`config.mk`:
```
export PLATFORM = sky130hd
export DESIGN_NAME = intr_ctrl
export DESIGN_NICKNAME = d
export VERILOG_FILES = /design/src/rtl/intr_pkg.sv /design/src/rtl/intr_prio_enc.sv /design/src/rtl/intr_ctrl.sv
export SDC_FILE = /design/constraint.sdc
export NUM_CORES = 1
export LEC_CHECK = 0
export BUFFER_PORTS_ARGS = -buffer_cell sky130_fd_sc_hd__buf_2
export CORE_AREA = 2 2 60 62
export CTS_CLUSTER_SIZE = 25
export DETAILED_ROUTE_END_ITERATION = 10
export DIE_AREA = 0 0 62 64
export SLEW_MARGIN = 10
export SYNTH_ARGS = -nofsm -noshare
export SYNTH_HDL_FRONTEND = slang
export SYNTH_SLANG_ARGS = --single-unit
```
`constraint.sdc`:
```
create_clock -name clk -period 1.2 [get_ports clk]
set_clock_uncertainty 0.1 [all_clocks]
set_input_delay 0.36 -clock clk [delete_from_list [all_inputs] [get_ports clk]]
set_output_delay 0.36 -clock clk [all_outputs]
set_load 0.01 [all_outputs]
```
`src/rtl/intr_pkg.sv`:
```
// Shared types and constants for the interrupt controller.
// The INTR_EDGE_EN build macro is consumed by intr_ctrl, not here.
package intr_pkg;

    localparam int NLINES = 8;
    localparam int IDW    = 3;

    typedef enum logic [1:0] {
        ST_IDLE    = 2'd0,
        ST_REQ     = 2'd1,
        ST_SERVICE = 2'd2
    } state_t;

endpackage

```
`src/rtl/intr_prio_enc.sv`:
```
// Fixed-priority encoder: bit 0 wins.
// valid is high when any input bit is set.
module intr_prio_enc
    import intr_pkg::*;
(
    input  logic [NLINES-1:0] req,
    output logic [IDW-1:0]    idx,
    output logic              valid
);

    always_comb begin
        idx   = '0;
        valid = |req;
        // Scan from the top so the lowest set bit is the last to write idx.
        for (int i = NLINES - 1; i >= 0; i--) begin
            if (req[i]) idx = IDW'(i);
        end
    end

endmodule

```
`src/rtl/intr_ctrl.sv`:
```
// Single-level interrupt controller: mask, pending capture, IDLE/REQ/SERVICE handshake.
// Define INTR_EDGE_EN for edge-triggered pending bits; the default build is level mode.
module intr_ctrl #(
    parameter int NLINES = 8
) (
    input  logic                   clk,
    input  logic                   rst,
    input  logic [NLINES-1:0]      intr,
    input  logic                   mask_we,
    input  logic [NLINES-1:0]      mask_wdata,
    output logic [NLINES-1:0]      mask,
    output logic [NLINES-1:0]      pending,
    output logic                   irq_req,
    output logic [intr_pkg::IDW-1:0] irq_id,
    input  logic                   irq_ack,
    input  logic                   eret,
    output logic                   in_service,
    output intr_pkg::state_t       dbg_state
);

    import intr_pkg::*;

    // Handshake: irq_req/irq_id are held until irq_ack is seen in REQ;
    // eret is only honoured in SERVICE. Stray strobes in other states are ignored.
    state_t            state;
    logic [NLINES-1:0] eligible;
    logic [NLINES-1:0] pend_next;
    logic [IDW-1:0]    sel_id;
    logic              sel_valid;

    assign eligible  = pending & mask;
    assign dbg_state = state;

    intr_prio_enc u_prio (
        .req   (eligible),
        .idx   (sel_id),
        .valid (sel_valid)
    );

`ifdef INTR_EDGE_EN
    logic [NLINES-1:0] intr_s;
    logic [NLINES-1:0] rise;
    logic [NLINES-1:0] clr;

    assign rise = intr & ~intr_s;
    assign clr  = (state == ST_REQ && irq_ack) ? (NLINES'(1) << irq_id) : '0;
    // A fresh rising edge beats the acknowledge clear.
    assign pend_next = (pending & ~clr) | rise;

    always_ff @(posedge clk) begin
        if (rst) intr_s <= '0;
        else     intr_s <= intr;
    end
`else
    assign pend_next = intr;
`endif

    always_ff @(posedge clk) begin
        if (rst) begin
            state      <= ST_IDLE;
            mask       <= '0;
            pending    <= '0;
            irq_req    <= 1'b0;
            irq_id     <= '0;
            in_service <= 1'b0;
        end else begin
            pending <= pend_next;
            if (mask_we) mask <= mask_wdata;
            case (state)
                ST_IDLE: begin
                    if (sel_valid) begin
                        state   <= ST_REQ;
                        irq_req <= 1'b1;
                        irq_id  <= sel_id;
                    end
                end
                ST_REQ: begin
                    if (irq_ack) begin
                        state      <= ST_SERVICE;
                        irq_req    <= 1'b0;
                        irq_id     <= '0;
                        in_service <= 1'b1;
                    end
                end
                ST_SERVICE: begin
                    if (eret) begin
                        state      <= ST_IDLE;
                        in_service <= 1'b0;
                    end
                end
                default: begin
                    state      <= ST_IDLE;
                    irq_req    <= 1'b0;
                    irq_id     <= '0;
                    in_service <= 1'b0;
                end
            endcase
        end
    end

endmodule

```
# Word-level counts from Yosys, hierarchy flattened
# Index checks and enable logic that the tools add are counted.
dict set report word_totals {
  regBits 23
  latch_bits 0
  mem_bits_rw 0
  romBits 0
  out_inout_bits 23
  word_cells 40
  memories 0
}
dict set report op_classes {
  n_addsub 0
  n_mul 0
  n_div 0
  magnitude_cmp 0
  n_eq_ne 5
  n_shift 0
  mux 21
  n_bitwise 3
  reduce_logical 5
}
# operator n
set ops {}
lappend ops {{3-bit 2-to-1 mux} 10}
lappend ops {{3-bit one-hot mux with 3 select lines} 1}
lappend ops {{3-bit AND reduction} 3}
lappend ops {{8-bit AND} 1}
lappend ops {{8-bit OR reduction} 1}
lappend ops {{2-bit 2-to-1 mux} 3}
lappend ops {{2-bit != test (second input constant)} 3}
lappend ops {{1-bit one-hot mux with 3 select lines} 2}
lappend ops {{2-bit one-hot mux with 3 select lines} 1}
lappend ops {{1-bit 2-to-1 mux} 4}
lappend ops {{2-bit by 1-bit == test with 1-bit output (second input constant)} 1}
lappend ops {{2-bit == test (second input constant)} 1}
lappend ops {{2-bit logical NOT} 1}
lappend ops {{1-bit NOT} 2}

# Logic depth before layout (Yosys ltp)
# Gate-level depths: netlist of run 1.
dict set report depth {
  word_depth 11
  depth_mapped 5
}

# By module
# Synthesis of run 1 repeated with hierarchy kept, for this count alone.
dict set report unflattened {
  cells_unflattened 92
  area_unflattened_um2 914.6
}
# module n_inst cells_per_inst area_per_inst_um2
set modules_own_cells {}
lappend modules_own_cells {intr_ctrl 1 79 833.3}
lappend modules_own_cells {intr_prio_enc 1 13 81.3}

# Worst setup path after synthesis of run 1
# OpenSTA, ideal clock, no wires.
dict set report synth_timing {
  kind {reg2reg}
  from {register state[1], in the netlist dbg_state[1]}
  to {register irq_id[0] in the netlist's numbering}
  arrival_time_ns 1.155
  t_required_ns 0.975
  path_slack_ns -0.181
  stages_incl_launch_ff 6
  synth_period_minus_slack_ns 1.381
  cell_sequence {dfxtp_1 clkbuf_2 nor2_1 mux2_2 a32oi_1 o41ai_1}
}
dict set report synth_between {
  elab_chain_cells 3
  word_cells_on_any_way 8
  classes_between {eq/ne (4); mux (1); bitwise (1); reduce/logical (2)}
}
# element line_no
set synth_lines {}
lappend synth_lines {{start, declared} intr_ctrl.sv:25} ;# state_t state;
lappend synth_lines {{start signal, assigned} intr_ctrl.sv:60} ;# state <= ST_IDLE;
lappend synth_lines {{start signal, assigned} intr_ctrl.sv:72} ;# state <= ST_REQ;
lappend synth_lines {{start signal, assigned} intr_ctrl.sv:79} ;# state <= ST_SERVICE;
lappend synth_lines {{2-bit by 1-bit == test with 1-bit output, or another cell as far along} intr_ctrl.sv:69} ;# case (state)
lappend synth_lines {{2-bit != test (no line) or 1-bit NOT (tied branches)} -}
lappend synth_lines {{3-bit AND reduction (no line)} -}
lappend synth_lines {{end signal, assigned} intr_ctrl.sv:74} ;# irq_id <= sel_id;
lappend synth_lines {{end, declared} intr_ctrl.sv:14} ;# output logic [intr_pkg::IDW-1:0] irq_id,
# Several ways; a longest one is shown, not always the timed one.
# A chain may end at the register's enable or synchronous reset.

# Worst setup path after layout of run 1
dict set report layout_timing {
  from {register pending[1]}
  to {register irq_id[1] in the netlist's numbering}
}
dict set report layout_between {
  elab_chain_cells 5
  word_cells_on_any_way 8
  classes_between {eq/ne (1); mux (4); bitwise (1); reduce/logical (2)}
}
# element line_no
set layout_lines {}
lappend layout_lines {{start, declared} intr_ctrl.sv:12} ;# output logic [NLINES-1:0] pending,
lappend layout_lines {{start signal, assigned} intr_ctrl.sv:67} ;# pending <= pend_next;
lappend layout_lines {{8-bit AND *} intr_ctrl.sv:31} ;# assign eligible = pending & mask;
lappend layout_lines {{3-bit 2-to-1 mux (2 in series)} intr_prio_enc.sv:16} ;# if (req[i]) idx = IDW'(i);
lappend layout_lines {{3-bit 2-to-1 mux} intr_ctrl.sv:71} ;# if (sel_valid) begin
lappend layout_lines {{3-bit one-hot mux with 3 select lines} intr_ctrl.sv:69}
# Mark *: on every way between the ends. The rest lies on a longest branch, timed or not. The select of a mux whose other input is x is not followed.

==> reports/qor.yml, run 1 <==
cp.required_ps: 1340
num_antenna_cells: 0
synth.distinct_cells: 30
cts.sinks: 23
fin_crit_ps: 1490
place_ws_ps: -359
p_per_area_mw_per_mm2: 1020
syn2layout_area_growth_pct: 91.0
via_per_inst: 4.68
drv_slew: 0
path_max_fanout: 3
seq_area_frac_synth: 0.481
violations: "setup timing"
final_area_mm2: 0.00183
coreArea_mm2: 0.00328
syn_nets: 118
drtIter0Drc: 57
worst_pin_slew_ps: 331
worstPathArrival_ps: 1630
syn_avg_cell_area_um2: 9.87
drc: 0
place_area_mm2: 0.00137
cts_tree: "yes"
rrSetupSlack_ps: -290
fin_hold_ws_ps: 138
grt_overflow: 0
synth_top_cell_by_area: "dfxtp_1"
startpoint: "pending[1]"
root_buffer: "clkbuf_4"
ys_warn_count: 0
clockBufferDepth: 2
num_rows: 21
synth_top_area_frac: 0.481
firstDrtPassIters: 4
setup_slack_ps: -290
drive_gt1_frac: 0.674
nets: 206
htree_levels: 1
final_util: 0.557
slowest_stage: "dfxtp_2"
max_stage_delay_ps: 340
r2r-end: "irq_id[1]"
antenna_found_initial: 0
rsz0062_at_grt: "true"
final_cell_mix: "buf_6, buf_4, buf_2, dfxtp_2, nor2_1"
path_delay_family: "compound AO/OA/AOI/OAI gates"
wirelength_mm: 3.10
dieHeight_um: 64
grt_pass1_wl_mm: 4.79
ant_nets: 0
synth_area_um2: 957
crit_buf_inv: 1
io_pins: 44
leakagePower_uw: 0.000869
grtUsageTotal: 0.159
hpwlAfterDp_mm: 2.03
initial_core_util: 0.291
clk_latency_ps: 320
hold_viol: 0
numCtsBuffers: 3
ir_drop_mv: 0.595
cap_viol_max_count: 0
synthCells: 97
worst_setup_path_start_kind: "register"
io_buffers: 43
critPathCapture: "irq_id[1]"
crit_chain: "a222oi_1 -> buf_4 -> and3_4 -> a21oi_2 -> o32ai_2"
cp-end-kind: "register"
setup_viol: 29
route.vias.total: 1077
total_power_uw: 1860
grt_pass1_vias: 1086
grt_start_max_net_pins: 13
r2r-start: "pending[1]"
path_clk_slew_ps: 130
final_common_cell: "buf_6"
max_freq_mhz: 671
critical_path_class: "reg -> reg"
ys_top_cells_by_area: "dfxtp_1, mux2i_1, nor2b_1"
routabilityCongestion: 0.800
relSlewSlack: 0.779
ff2ff_path_depth: 5
post-route-period-util: 1.24
dieArea_mm2: 0.00397
ys_seq_elements: 23
cp.depth: 5
status: "finished with violations"
die_w_um: 62
hp-class: "in -> reg"
avgRoutedWirePerCell_um: 13.5
[stage by stage]
| stage | cells | TNS, ps |
|---|---|---|
| 6_report | 230 | -4430 |
| 3_3_place_gp | 203 | -650 |
| 5_1_grt | 230 | -5720 |
| 4_1_cts | 224 | -4370 |
| 3_5_place_dp | 203 | -1340 |
| 2_1_floorplan | 97 | -380 |
[worst reg2reg max path: stages, from the launching register on]
cell      delay (ps)
dfxtp_2          340
a222oi_1         340
buf_4            180
and3_4           200
a21oi_2           60
o32ai_2          190
[state kept, by name (all words and copies together) (netlist names)]
signal      flops
dbg_state       2
in_service      1
irq_id          3
irq_req         1
mask            8
pending         8
[what timing repair did]
item / in CTS / in global routing
resized for setup: 58 / 9
gates cloned: 0 / 0
buffers inserted: 17 / 6
pin swaps: 2 / 4
endpoints found under the setup margin: 29 / 29
hold buffers: 0 / 0
[synth_stat cells (all sizes together)]
library cell,count
a211o,1
a211oi,1
a21oi,7
a222oi,2
a22oi,2
a311oi,1
a31oi,1
a32o,2
a32oi,1
and2,1
and3,2
buf,1
clkbuf,4
dfxtp,23
inv,4
mux2,1
mux2i,8
nand2,9
nand3b,1
nor2,11
nor2b,8
o21ai,2
o32a,1
o32ai,1
o41ai,1
or3b,1
[where the power goes]
group	total, uW	internal [uW]	switching [uW]	leakage [uW]
logic	624	373	250	0.000656
clock network	371	130	241	0.0000150
registers	869	828	41.2	0.000198
total	1860	1330	533	0.000869
[worst min path at each step]
stage,startpoint,end,slack [ps],cells after the start
2_1_floorplan,rst,pending[0],330,1
3_3_place_gp,irq_id[2],irq_id[2],380,2
3_5_place_dp,irq_id[2],irq_id[2],380,2
4_1_cts,intr[3],pending[3],130,2
5_1_grt,intr[6],pending[6],130,2
6_report,intr[3],pending[3],140,2
[per-layer routing]
metal	wire length, um	share of wire	track usage
met2	1520	0.49	0.266
met1	1290	0.42	0.194
met4	68	0.022	0.0505
met5	0	0	0
met3	220	0.071	0.0385
[logic make-up (layout without fill, tap and decap cells)]
family / Yosys count / in the layout / synth area share
buf+inv: 9 / 96 / 0.0497
simple gates: 33 / 33 / 0.174
mux: 9 / 9 / 0.0954
compound gates: 23 / 23 / 0.200
flops: 23 / 23 / 0.481
[layout make-up]
class | count | area [um^2]
Clock buffer | 4 | 26.3
Fill cell | 294 | 1460
Inverter | 4 | 15.0
Timing Repair Buffer | 88 | 762
Sequential cell | 23 | 493
Tap cell | 46 | 57.6
Multi-Input combinational cell | 65 | 474
Power figures use the tool's default switching activity.
==> run 2, diff against run 1 <==
--- a/config.mk
+++ b/config.mk
@@ -6,11 +6,12 @@
 export NUM_CORES = 1
 export LEC_CHECK = 0
 export BUFFER_PORTS_ARGS = -buffer_cell sky130_fd_sc_hd__buf_2
-export CORE_AREA = 2 2 60 62
+export CORE_AREA = 2 2 59 61
 export CTS_CLUSTER_SIZE = 25
 export DETAILED_ROUTE_END_ITERATION = 10
-export DIE_AREA = 0 0 62 64
+export DIE_AREA = 0 0 61 63
 export SLEW_MARGIN = 10
 export SYNTH_ARGS = -nofsm -noshare
 export SYNTH_HDL_FRONTEND = slang
+export SYNTH_HIERARCHICAL = 1
 export SYNTH_SLANG_ARGS = --single-unit
==> run 2 against run 1 <==
  * The run still ends with setup timing left
  * Combinational power is 23% lower
  * Largest power group unchanged
  * Routed wire length fell by 18%
  * Critical endpoint is now irq_id[0]
  * Non-clock buffer count decreased by 10
  * Synthesized cell count shrank 5.2%
==> reports/qor.yml, run 2 <==
status: "finished with violations"
violations: "setup timing"
worstPathArrival_ps: 1850
rsz0062_at_grt: "true"
grt_pass1_vias: 929
cts_tree: "yes"
clk_latency_ps: 300
grt_overflow: 0
drv_slew: 0
fin_cells: 216
initial_core_util: 0.283
nets: 192
ys_top_cells_by_area: "dfxtp_1, mux2i_1, nor2b_1"
ys_seq_elements: 23
max_stage_delay_ps: 340
drtIter0Drc: 10
cp.required_ps: 1350
synth.distinct_cells: 27
drive_gt1_frac: 0.671
clockBufferDepth: 2
synth.most_common_cell: "dfxtp_1"
drc: 0
synth_top_area_frac: 0.503
reg_top3: "mask (8), pending (8), irq_id (3)"
syn_nets: 113
path_max_fanout: 3
p_per_area_mw_per_mm2: 994
cp-end-kind: "register"
setup_slack_ps: -500
root_buffer: "clkbuf_4"
place_ws_ps: -509
synth_area_um2: 915
coreArea_mm2: 0.00323
wirelength_mm: 2.54
hpwlAfterDp_mm: 1.75
final_common_cell: "buf_6"
worst_pin_slew_ps: 515
slowest_stage: "dfxtp_2"
path_clk_slew_ps: 120
leakagePower_uw: 0.000812
die_w_um: 61
async_flop_share: 0
cap_viol_max_count: 0
routabilityCongestion: 0.752
dieArea_mm2: 0.00384
firstDrtPassIters: 4
synth_top_cell_by_area: "dfxtp_1"
numCtsBuffers: 3
via_per_inst: 4.33
synth_edf_count: 0
fin_crit_ps: 1700
antenna_found_initial: 0
dieHeight_um: 63
critical_path_class: "reg -> reg"
htree_levels: 1
setup_viol: 29
avgRoutedWirePerCell_um: 11.8
io_buffers: 43
ys_warn_count: 6
cts.sinks: 23
ir_drop_mv: 0.444
max_freq_mhz: 588
post-route-period-util: 1.42
seq_area_frac_synth: 0.503
final_util: 0.527
syn_avg_cell_area_um2: 9.94
worst_setup_path_start_kind: "register"
num_rows: 21
synth_ff_type: "dfxtp_1"
hp-class: "in -> reg"
synthCells: 92
route.vias.total: 936
grtUsageTotal: 0.137
grt_start_max_net_pins: 15
dp_cells: 199
io_pins: 44
yosys-top-cells-count: "dfxtp_1, nor2_1, nor2b_1, and2_1, mux2i_1"
grt_pass1_wl_mm: 4.02
syn2layout_area_growth_pct: 86.3
final_cell_mix: "buf_6, buf_4, dfxtp_2, buf_2, nor2_1"
crit_chain: "and2_4 -> nor4_4 -> nand3_1 -> and2b_2 -> o31ai_4 -> a22o_1"
fin_tns_setup_ps: -3940
relSlewSlack: 0.652
hold_viol: 0
ant_nets: 0
num_antenna_cells: 0
[run 2: changes by cell type after synthesis, sizes merged, moves of 2 or more]
cell / delta
a21oi: -3
clkbuf: -2
a22o: +3
inv: -2
nor2: +3
a22oi: -2
nand2: -8
and3: -2
a32o: -2
o21bai: +2
a222oi: -2
and2: +7
[run 2: worst paths after layout]
path         startpoint         end  slack, ps  cells past startpoint
max             mask[4]   irq_id[0]       -500                      6
min             intr[3]  pending[3]        160                      2
max reg2reg     mask[4]   irq_id[0]       -500                      6
min reg2reg   irq_id[2]   irq_id[2]        420                      1
[run 2: kinds of logic after synthesis]
family                 Yosys count  share of synthesized area
AO/OA/AOI/OAI                   15                      0.126
flip-flops                      23                      0.503
buffers and inverters            6                     0.0301
AND/OR/NAND/NOR                 40                      0.253
multiplexers                     8                     0.0876
[run 2: final cells by class]
class	count	area [um^2]
multi-input cells	63	468
inverters	2	7.51
fillers	307	1530
clock buffers	4	26.3
repair buffers	78	657
flip-flops and latches	23	488
well taps	46	57.6
[run 2: metrics by stage]
| step | hold slack [ps] | area [um^2] | total power [uW] |
|---|---|---|---|
| floorplan | 351 | 922 | 1020 |
| global placement | 357 | 1340 | 1180 |
| detailed placement | 361 | 1340 | 1190 |
| CTS | 151 | 1630 | 1670 |
| global route | 148 | 1700 | 1790 |
| finish | 157 | 1700 | 1690 |
[run 2: routing by layer]
layer / share of wire / track usage / vias to the layer above
li1: - / - / 469
met1: 0.41 / 0.164 / 440
met2: 0.53 / 0.233 / 25
met3: 0.053 / 0.0311 / 2
met4: 0.010 / 0.0489 / 0
met5: 0 / 0 / -
[run 2: where the power goes]
group / total [uW] / leakage, uW / switching, uW / internal, uW
combinational: 482 / 0.000600 / 183 / 299
sequential: 858 / 0.000197 / 34.6 / 823
clock: 353 / 0.0000150 / 223 / 129
total: 1690 / 0.000812 / 441 / 1250
[run 2: timing repair]
action,in CTS,in global routing
hold buffers,0,0
resized for setup,56,9
setup endpoints to repair,28,29
pin swaps,4,4
buffers inserted,6,10
[run 2: critical path: cells and delay by family, from the launching register on]
kind            cells  cell delay [ps]
compound gates      2              420
simple gates        4              800
flops               1              340
